<file path="config.mk">
export PLATFORM = sky130hd
export DESIGN_NAME = fir_sample_ctrl
export DESIGN_NICKNAME = d
export VERILOG_FILES = /design/src/rtl/fir_pkg.sv /design/src/rtl/fir_mac.sv /design/src/rtl/fir_sample_ctrl.sv
export SDC_FILE = /design/constraint.sdc
export NUM_CORES = 1
export LEC_CHECK = 0
export CAP_MARGIN = 20
export CORE_UTILIZATION = 58
export CTS_CLUSTER_DIAMETER = 60
export CTS_CLUSTER_SIZE = 24
export DETAILED_ROUTE_END_ITERATION = 10
export MAX_ROUTING_LAYER = met4
export PLACE_DENSITY = 0.77
export REMOVE_ABC_BUFFERS = 1
export SYNTH_ARGS = -nofsm -noshare
export SYNTH_HDL_FRONTEND = slang
export SYNTH_SLANG_ARGS = --single-unit
</file>
<file path="constraint.sdc">
create_clock -name clk -period 8.8 [get_ports clk]
set_clock_uncertainty 0.05 [all_clocks]
set_input_delay 1.76 -clock clk [delete_from_list [all_inputs] [get_ports clk]]
set_output_delay 1.76 -clock clk [all_outputs]
set_load 0.05 [all_outputs]
</file>
<file path="src/rtl/fir_pkg.sv">
`default_nettype none
// ============================================================================
//  Module   : fir_pkg
//  Brief    : Shared defaults, widths and FSM encoding for the FIR sample
//             sequencer and its multiply-accumulate datapath.
//  Revision : 1.0 - initial release
// ============================================================================
package fir_pkg;

  localparam int FIR_DATA_W = 16;                 // sample / coeff / result width
  localparam int FIR_TAPS   = 4;                  // window depth
  localparam int FIR_FRAC_W = 15;                 // Q1.15 coefficients
  localparam int FIR_ACC_W  = 2*FIR_DATA_W + 2;   // headroom for TAPS signed sums

  typedef enum logic [2:0] {
    IDLE  = 3'd0,
    LOAD  = 3'd1,
    SHIFT = 3'd2,
    MAC   = 3'd3,
    DONE  = 3'd4
  } state_t;

endpackage
`default_nettype wire

</file>
<file path="src/rtl/fir_mac.sv">
`default_nettype none
// ============================================================================
//  Module   : fir_mac
//  Brief    : Unsigned multiply feeding a signed add/subtract accumulator.
//             The sequencer chooses add or subtract per tap and clears the
//             accumulator before each new sample.
//  Revision : 1.0 - initial release
// ============================================================================
module fir_mac #(
  parameter int DATA_W = 16,
  parameter int ACC_W  = 2*DATA_W + 2
) (
  input  logic                    clk,
  input  logic                    n_rst,
  input  logic                    acc_clr,
  input  logic                    acc_en,
  input  logic                    sel_sub,
  input  logic [DATA_W-1:0]       sample,
  input  logic [DATA_W-1:0]       coeff,
  output logic signed [ACC_W-1:0] acc
);

  logic [2*DATA_W-1:0]     product;
  logic signed [ACC_W-1:0] prod_ext;
  logic signed [ACC_W-1:0] acc_d;
  logic signed [ACC_W-1:0] acc_q;

  // Product is always non-negative; zero-extend before the signed add/subtract
  always_comb begin
    product  = {{DATA_W{1'b0}}, sample} * {{DATA_W{1'b0}}, coeff};
    prod_ext = $signed({{(ACC_W-2*DATA_W){1'b0}}, product});
    acc_d    = acc_q;
    if (acc_clr) begin
      acc_d = '0;
    end else if (acc_en) begin
      acc_d = sel_sub ? (acc_q - prod_ext) : (acc_q + prod_ext);
    end
  end

  // Accumulator register
  always_ff @(posedge clk) begin
    if (!n_rst) begin
      acc_q <= '0;
    end else begin
      acc_q <= acc_d;
    end
  end

  assign acc = acc_q;

endmodule
`default_nettype wire

</file>
<file path="src/rtl/fir_sample_ctrl.sv">
`default_nettype none
// ============================================================================
//  Module   : fir_sample_ctrl
//  Brief    : Sample sequencer for the FIR: captures a sample or coefficient
//             on handshake, shifts the sample window, runs one tap per cycle
//             through fir_mac with alternating sign, saturates the result and
//             pulses cnt_up / clear towards the sample counter.
//  Revision : 1.0 - initial release
// ============================================================================
module fir_sample_ctrl
  import fir_pkg::*;
#(
  parameter int DATA_W = FIR_DATA_W,
  parameter int TAPS   = FIR_TAPS,
  parameter int FRAC_W = FIR_FRAC_W
) (
  input  logic              clk,
  input  logic              n_rst,
  input  logic              data_ready,
  input  logic [DATA_W-1:0] sample_data,
  input  logic              load_coeff,
  input  logic [DATA_W-1:0] coeff_in,
  output logic              modwait,
  output logic [DATA_W-1:0] fir_out,
  output logic              err,
  output logic              cnt_up,
  output logic              clear
);

  localparam int ACC_W = 2*DATA_W + 2;
  localparam int IDX_W = (TAPS > 1) ? $clog2(TAPS) : 1;
  localparam logic [IDX_W-1:0] LAST_IDX = IDX_W'(TAPS - 1);

  state_t                  state_q, state_d;
  logic [DATA_W-1:0]       hold_q, hold_d;
  logic [DATA_W-1:0]       win_q   [TAPS];
  logic [DATA_W-1:0]       win_d   [TAPS];
  logic [DATA_W-1:0]       coeff_q [TAPS];
  logic [DATA_W-1:0]       coeff_d [TAPS];
  logic [IDX_W-1:0]        tap_idx_q, tap_idx_d;
  logic [IDX_W-1:0]        coeff_idx_q, coeff_idx_d;
  logic [DATA_W-1:0]       fir_out_q, fir_out_d;
  logic                    err_q, err_d;
  logic                    cnt_up_q, cnt_up_d;
  logic                    clear_q, clear_d;
  logic                    modwait_q, modwait_d;
  logic                    acc_clr, acc_en;
  logic signed [ACC_W-1:0] acc;
  logic signed [ACC_W-1:0] res;

  // FSM state register
  always_ff @(posedge clk) begin
    if (!n_rst) begin
      state_q <= IDLE;
    end else begin
      state_q <= state_d;
    end
  end

  // FSM next state; a coefficient write takes priority over a new sample
  always_comb begin
    state_d = state_q;
    case (state_q)
      IDLE: begin
        if (load_coeff)      state_d = LOAD;
        else if (data_ready) state_d = SHIFT;
      end
      LOAD:    state_d = IDLE;
      SHIFT:   state_d = MAC;
      MAC:     if (tap_idx_q == LAST_IDX) state_d = DONE;
      DONE:    state_d = IDLE;
      default: state_d = IDLE;
    endcase
  end

  // FSM outputs: registered handshake pulses plus datapath strobes
  always_comb begin
    modwait_d = (state_q != IDLE);
    cnt_up_d  = (state_q == DONE);
    clear_d   = (state_q == LOAD) && (coeff_idx_q == LAST_IDX);
    acc_clr   = (state_q == SHIFT);
    acc_en    = (state_q == MAC);
  end

  fir_mac #(
    .DATA_W (DATA_W),
    .ACC_W  (ACC_W)
  ) u_mac (
    .clk     (clk),
    .n_rst   (n_rst),
    .acc_clr (acc_clr),
    .acc_en  (acc_en),
    .sel_sub (tap_idx_q[0]),
    .sample  (win_q[tap_idx_q]),
    .coeff   (coeff_q[tap_idx_q]),
    .acc     (acc)
  );

  // Datapath next values: input capture, window shift, coeff file, saturation
  always_comb begin
    hold_d      = hold_q;
    win_d       = win_q;
    coeff_d     = coeff_q;
    tap_idx_d   = tap_idx_q;
    coeff_idx_d = coeff_idx_q;
    fir_out_d   = fir_out_q;
    err_d       = err_q;
    res         = acc >>> FRAC_W;
    case (state_q)
      IDLE: begin
        if (load_coeff)      hold_d = coeff_in;
        else if (data_ready) hold_d = sample_data;
      end
      LOAD: begin
        coeff_d[coeff_idx_q] = hold_q;
        coeff_idx_d = (coeff_idx_q == LAST_IDX) ? '0 : coeff_idx_q + 1'b1;
      end
      SHIFT: begin
        for (int i = TAPS-1; i > 0; i--) begin
          win_d[i] = win_q[i-1];
        end
        win_d[0]  = hold_q;
        tap_idx_d = '0;
      end
      MAC: begin
        tap_idx_d = tap_idx_q + 1'b1;
      end
      DONE: begin
        if (res[ACC_W-1]) begin
          fir_out_d = '0;
          err_d     = 1'b1;
        end else if (|res[ACC_W-2:DATA_W]) begin
          fir_out_d = '1;
          err_d     = 1'b1;
        end else begin
          fir_out_d = res[DATA_W-1:0];
          err_d     = 1'b0;
        end
      end
      default: ;
    endcase
  end

  // Datapath and output registers
  always_ff @(posedge clk) begin
    if (!n_rst) begin
      hold_q      <= '0;
      win_q       <= '{default: '0};
      coeff_q     <= '{default: '0};
      tap_idx_q   <= '0;
      coeff_idx_q <= '0;
      fir_out_q   <= '0;
      err_q       <= 1'b0;
      cnt_up_q    <= 1'b0;
      clear_q     <= 1'b0;
      modwait_q   <= 1'b0;
    end else begin
      hold_q      <= hold_d;
      win_q       <= win_d;
      coeff_q     <= coeff_d;
      tap_idx_q   <= tap_idx_d;
      coeff_idx_q <= coeff_idx_d;
      fir_out_q   <= fir_out_d;
      err_q       <= err_d;
      cnt_up_q    <= cnt_up_d;
      clear_q     <= clear_d;
      modwait_q   <= modwait_d;
    end
  end

  assign modwait = modwait_q;
  assign fir_out = fir_out_q;
  assign err     = err_q;
  assign cnt_up  = cnt_up_q;
  assign clear   = clear_q;

endmodule
`default_nettype wire
</file>
======== After elaboration in Yosys (flattened, before gate mapping) ========
Index checks and enable logic that the tools add are counted.
word-level totals
  register bits after elaboration ......... 205
  input port bits ......................... 36
  output and inout port bits .............. 20
  word-level logic and storage cells ...... 69
operators by class
  add/subtract/negate cells ............... 4
  multiply operators ...................... 1
  magnitude comparators ................... 3
  equality and inequality tests ........... 8
  mux-type cells .......................... 22
  bitwise operators ....................... 3
  reduce and logical (&&, ||, !) cells .... 10
operators by type and width
  kind                                                                          count
  16-bit 2-to-1 mux                                                             9
  16-bit binary-select mux with 2-bit select                                    2
  64-bit bitwise mux                                                            1
  34-bit by 33-bit adder with 34-bit output                                     1
  34-bit 2-to-1 mux                                                             1
  34-bit by 33-bit subtractor with 34-bit output                                1
  16-bit demux with 2-bit select                                                1
  16-bit by 16-bit multiplier with 32-bit output                                1
  3-bit 2-to-1 mux                                                              3
  3-bit case mux with 3 select lines                                            1
  3-bit by 2-bit equality test with 1-bit output, second input constant         2
  3-bit greater-or-equal comparator, second input constant                      2
  2-bit NOT with 3-bit output                                                   2
  2-bit by 1-bit adder with 2-bit output, second input constant                 2
  2-bit equality test, second input constant                                    2
  2-bit case mux with 2 select lines                                            1
  2-bit AND reduction                                                           2
  2-bit nonzero test                                                            2
  3-bit by 1-bit equality test with 1-bit output, second input constant         1
  3-bit equality test, second input constant                                    1
  3-bit zero test                                                               1
  3-bit by 1-bit less-than comparator with 1-bit output, second input constant  1
  3-bit inequality test, second input constant                                  1
  3-bit nonzero test                                                            1
  other kinds (7)                                                               9

======== Longest topological paths before layout ========
Gate-level depths: netlist of run 1.
  word-level depth ........................ 7
  mapped depth ............................ 39
  depth with buffers taken out ............ 36

======== Cells and area by module ========
Synthesis of run 1 repeated with hierarchy kept, for this count alone.
unflattened totals
  cells, all modules ...................... 2203
  area, all modules ....................... 19503.7 um^2
by module, submodules not included
  module           instances  cells an instance  area each (um^2)  sequential area each (um^2)
  fir_mac          1          1491               12388.1           680.7
  fir_sample_ctrl  1          712                7115.6            3423.3

======== Worst setup path after synthesis of run 1 ========
OpenSTA, ideal clock, no wires.
  path kind ............................... register to register
  start point ............................. register tap_idx_q[0]
  end point ............................... register u_mac.acc_q[33], in the netlist u_mac.acc[33]
  library setup time ...................... 0.063 ns
  arrival ................................. 9.628 ns
  data required time ...................... 8.687 ns
  setup slack ............................. -0.941 ns
  cell stages (with the launch flop) ...... 37
  buffers on the path ..................... 4
  period minus slack after synthesis ...... 9.741 ns
  cell sequence ........................... dfxtp_1 buf_2 buf_1 mux4_2 clkbuf_1 and2_1 fa_1 inv_1 fa_1 inv_1 fa_1 fa_1 fa_1 inv_1 fa_1 inv_1 ha_1 buf_2 a21o_1 o21bai_1 a2111oi_0 a21oi_1 xor2_1 a2111oi_4 nand4b_2 nor4_4 a31oi_1 xnor2_1 ha_1 a21o_1 a21oi_1 nor2b_1 or4_1 a211o_1 a2111oi_0 o2111ai_1 nand3_1
on the way
  cells in the longest elaborated chain, start to end .. 7
  elaborated cells on any way between the ends .. 11
  classes of those cells .................. 2 x add/sub; 1 x mul; 7 x mux; 1 x bitwise
RTL lines
  element                                                                                                             RTL line                                      source
  start: declaration                                                                                                  fir_sample_ctrl.sv:40                         logic [IDX_W-1:0] tap_idx_q, tap_idx_d;
  start signal: assignment                                                                                            fir_sample_ctrl.sv:161                        tap_idx_q <= tap_idx_d;
  2-bit NOT with 3-bit output (not written as such)                                                                   fir_sample_ctrl.sv:94, fir_sample_ctrl.sv:95
  16-bit binary-select mux with 2-bit select, on equally long branches                                                fir_sample_ctrl.sv:94, fir_sample_ctrl.sv:95
  16-bit 2-to-1 mux, on equally long branches (2 in a row)                                                            fir_sample_ctrl.sv:94, fir_sample_ctrl.sv:95
  16-bit by 16-bit multiplier with 32-bit output                                                                      fir_mac.sv:30                                 product = {{DATA_W{1'b0}}, sample} * {{DATA_W{1'b0}}, coeff};
  34-bit by 33-bit adder with 34-bit output / 34-bit by 33-bit subtractor with 34-bit output (equally long branches)  fir_mac.sv:36                                 acc_d = sel_sub ? (acc_q - prod_ext) : (acc_q + prod_ext);
  34-bit 2-to-1 mux *                                                                                                 fir_mac.sv:36
  end signal: assignment                                                                                              fir_mac.sv:43                                 acc_q <= '0;
  end signal: assignment                                                                                              fir_mac.sv:45                                 acc_q <= acc_d;
  end: declaration                                                                                                    fir_mac.sv:26                                 logic signed [ACC_W-1:0] acc_q;
Mark *: on every way between the ends. The rest lies on a longest branch, timed or not. The select of a mux whose other input is x is not followed.
A chain may end at the register's enable or synchronous reset.

======== Final worst setup path of run 1 ========
Ends and elaborated chain as after synthesis.

==> results of run 1 <==
-- logic make-up after synthesis --
group | count (synthesis)
simple gates | 799
compound gates | 426
buf+inv | 375
fa+ha+maj | 338
flops | 205
xor+xnor | 79
mux | 52
-- timing repair --
action	4_1_cts	5_1_grt
hold endpoints to repair	0	0
gates cloned	5	0
gates resized for setup	127	73
setup buffers	41	28
pin swaps	50	74
setup endpoints to repair	15	17
-- routing by layer --
metal	global-route usage, %	vias up
li1	-	8153
met1	40.8	8771
met2	57.9	802
met3	6.76	241
met4	14.9	0
met5	-	-
-- power by group --
part | leakage [nW] | switching (mW) | internal (mW) | total (mW)
registers | 1.66 | 0.0590 | 0.970 | 1.03
logic | 8.99 | 0.978 | 0.922 | 1.90
clock network | 0.364 | 0.451 | 0.527 | 0.978
total | 11.0 | 1.49 | 2.42 | 3.91
-- registers in the layout, indices dropped and copies added (netlist names), 2 cells and up --
| signal | flops |
|---|---|
| coeff_q | 64 |
| win_q | 64 |
| u_mac.acc | 34 |
| fir_out | 16 |
| hold_q | 16 |
| state_q | 3 |
| coeff_idx_q | 2 |
| tap_idx_q | 2 |
-- worst max-delay path by stage --
stage	from	end	cells past startpoint
after detailed placement	tap_idx_q[0]	u_mac.acc[33]	33
after floorplan	tap_idx_q[0]	u_mac.acc[33]	32
after global routing	tap_idx_q[0]	u_mac.acc[33]	34
final	tap_idx_q[0]	u_mac.acc[33]	34
after CTS	tap_idx_q[0]	u_mac.acc[33]	35
after global placement	tap_idx_q[0]	u_mac.acc[33]	33
-- per-stage QoR --
stage	std cells	hold WS, ns
3_3_place_gp	2943	0.388
4_1_cts	3025	0.408
2_1_floorplan	2154	0.383
3_5_place_dp	2943	0.397
6_report	3053	0.409
5_1_grt	3053	0.428
-- synth_stat cells, types with 6 or more instances --
master                     number
sky130_fd_sc_hd__xnor2_1       50
sky130_fd_sc_hd__nor2b_1       11
sky130_fd_sc_hd__a22o_1        16
sky130_fd_sc_hd__a21oi_1      205
sky130_fd_sc_hd__a21o_1        30
sky130_fd_sc_hd__nor3_1        37
sky130_fd_sc_hd__a211oi_1      29
sky130_fd_sc_hd__dfxtp_1      205
sky130_fd_sc_hd__xor2_1        28
sky130_fd_sc_hd__inv_1        254
sky130_fd_sc_hd__fa_1         195
sky130_fd_sc_hd__ha_1         143
sky130_fd_sc_hd__o31ai_1        6
sky130_fd_sc_hd__nand2b_1       8
sky130_fd_sc_hd__o21bai_1       7
sky130_fd_sc_hd__a31oi_1       12
sky130_fd_sc_hd__or3_1          9
sky130_fd_sc_hd__o211ai_1      12
sky130_fd_sc_hd__a22oi_1       13
sky130_fd_sc_hd__nor2_1       120
sky130_fd_sc_hd__and2_1       125
sky130_fd_sc_hd__o21ai_0       32
sky130_fd_sc_hd__buf_1         14
sky130_fd_sc_hd__nand3_1       13
sky130_fd_sc_hd__nand2_1      421
sky130_fd_sc_hd__mux2i_1       20
sky130_fd_sc_hd__nor3b_1        6
sky130_fd_sc_hd__o21a_1        15
sky130_fd_sc_hd__clkbuf_1      97
sky130_fd_sc_hd__mux4_2        32
sky130_fd_sc_hd__and3_1        11
-- worst min-delay path: cells and delay by family (launching register included) --
family	cells	cell delay [ns]
simple gates	1	0.05
flops	1	0.32
compound gates	1	0.05
-- area by class of cell --
type	instances	area share, %
multi-input cells	1697	59.5
flip-flops and latches	205	16.8
repair buffers	418	14.4
inverters	255	3.92
well taps	442	2.26
clock buffers	21	2.15
clock inverters	15	0.880
==> reports/metrics.yaml, run 1 <==
clock_network:
  cts.path.max_buffers: 3
  h-tree-depth: 1
  cts_sinks: 205
  cts_buffers: 20
  cts-hold-fix-buffers: 0
  cts.clk_slew.worst_paths_ns: 0.08
  cts.root.buffer_cell: "sky130_fd_sc_hd__clkbuf_16"
  clock_insertion_delay_worst_skew_ns: 0.52
  tritoncts: "built"
yosys:
  synth_compound_gate_area_share_pct: 14.2
  synth_top_cells_by_area: "sky130_fd_sc_hd__dfxtp_1 21%, sky130_fd_sc_hd__fa_1 20%, sky130_fd_sc_hd__ha_1 9.2%"
  synth.ff_latch_count: 205
  synth.cell_area_sq_um: 19300
  proportion_of_register_bits_with_asynchronous_set_or_reset_after_synthesis_pct: 0
  synth.yosys.seq_area_share_pct: 21.2
  count_of_flip_flops_with_a_built_in_enable_after_synthesis: 0
  syn_area_per_cell_sq_um: 8.51
  syn_inst: 2274
  ys.flop_type: "sky130_fd_sc_hd__dfxtp_1"
  cell_taking_the_most_area_after_synthesis: "sky130_fd_sc_hd__dfxtp_1"
  synth_cell_type_count: 92
  ys.warnings.count: 0
  area_share_of_fa_ha_maj_cells_after_synthesis_pct: 29.4
  combinational_family_with_the_most_area_after_synthesis: "adder cells"
  synth_largest_type_area_fraction_pct: 21.2
  synth.mux.area_fraction_pct: 4.76
  synth_simple_gate_area_share_pct: 19.1
  synth-xor-area-share_pct: 3.62
detailed_routing:
  met3_length_um: 4860
  maxUsedRoutingLayer: "met4"
  detail_route.wirelength.met1_um: 22000
  vias: 18000
  drt_pass1_iterations: 6
  total_length_of_routed_wires_um: 58400
  met2RoutedLength_um: 28900
  route.detailed.drc: 0
  routed_via_density: 5.89
  detailedRoute.firstIterationViolations: 1443
  antenna_violating_nets_post_route: 0
  routed_wire_length_per_instance_um: 19.1
layout:
  area.sequential_sq_um: 4110
  final_nets: 2971
  finalInstanceArea_sq_um: 24500
  layout.cells.most_common: "sky130_fd_sc_hd__nand2_1"
  finalCoreUtilization_pct: 74.8
  most_frequent_cells_in_the_layout: "415 x sky130_fd_sc_hd__nand2_1, 319 x sky130_fd_sc_hd__buf_4, 243 x sky130_fd_sc_hd__inv_1, 204 x sky130_fd_sc_hd__dfxtp_1, 186 x sky130_fd_sc_hd__a21oi_1"
  num_antenna_cells: 0
  multiInputGateArea_sq_um: 14600
  fraction_of_final_layout_cells_with_drive_strength_greater_than_1_pct: 22.4
  syn_to_final_growth_pct: 26.5
  nFillCells: 2213
grt:
  wire_length_of_the_first_global_routing_pass_um: 90700
  antenna_found_initial: 1
  grt_use_total_pct: 34.7
  first_global_vias: 18100
  globalRouteOverflowTotal: 0
  grt_start_max_net_pins: 91
timing:
  final.min_clock_period_ns: 9.51
  post-route-worst-setup-slack_ns: -0.708
  grt_setup_unrepaired: "true"
  final-max-slew-violation-count: 0
  timing.final.crit_share_pct: 108
  worst_pin_slew_ns: 1.08
  timing.max_slew.rel_slack_pct: 27.7
  maxClockFrequency_ghz: 0.105
  final.setup.tns_ns: -4.35
  setup_viol_count_final: 13
  finalHoldViolations: 0
run_status:
  failed_checks: "negative setup slack"
  result_of_the_run: "complete, but fails checks"
worst_setup_path:
  endpoint_kind: "flip-flop"
  worst-setup-path-type: "flip-flop to flip-flop"
  slowest_stage: "sky130_fd_sc_hd__mux4_2"
  crit_path_start_kind: "flip-flop"
  worst_path_largest_cell_delay_ns: 0.66
  worst_ep_arrival_time_ns: 9.91
  reg2reg_setup_slack_ns: -0.71
  critical_path.most_common_cell: "sky130_fd_sc_hd__fa_1"
  cp_max_fo: 8
  worstPathBufferInverterCount: 6
  worst_r2r_startpoint: "tap_idx_q[0]"
  timing.critical_path.required_ns: 9.20
  reg2reg_depth: 34
  worst_path_dominant_cell_family: "adder cells"
  r2r-end: "u_mac.acc[33]"
pwr:
  power_density_nw_per_um2: 160
  reported_leakage_power_nw: 11.0
  largest_voltage_drop_on_the_vdd_net_uv: 166
  fin_total_pwr_mw: 3.91
floorplan:
  die_h_um: 185
  floorplan.rows: 66
  floorplan.io_pins: 56
  initial_core_util_pct: 59.2
  floorplan.die_area_sq_um: 34100
  die_x_um: 185
  fp.coreArea_sq_um: 32700
place:
  io_buffer_count: 55
  place.detailed.hpwl_um: 39100
  place_ws_ns: -0.868
  place_congestion: 0.941
  place_area_sq_um: 22200
worst_hold_path:
  min_path_cells: 2
  hold_class: "flip-flop to flip-flop"
  hold-path-endpoint: "coeff_q[51]"
  worstHoldStart: "coeff_q[51]"
flow_run:
  maxCapViolCount: 0
(Power assumes the default switching activity.)
==> run 2, diff against run 1 <==
==> constraint.sdc (replaced) <==
create_clock -name clk -period 8.8 [get_ports clk]
set_clock_uncertainty 0.05 [all_clocks]
set_input_delay 1.76 -clock clk [delete_from_list [all_inputs] [get_ports clk]]
set_output_delay 1.76 -clock clk [all_outputs]
set_load 0.01 [all_outputs]
==> results of run 2 <==
The final DEF is identical to that of run 1. Status: complete, but fails checks: negative setup slack.
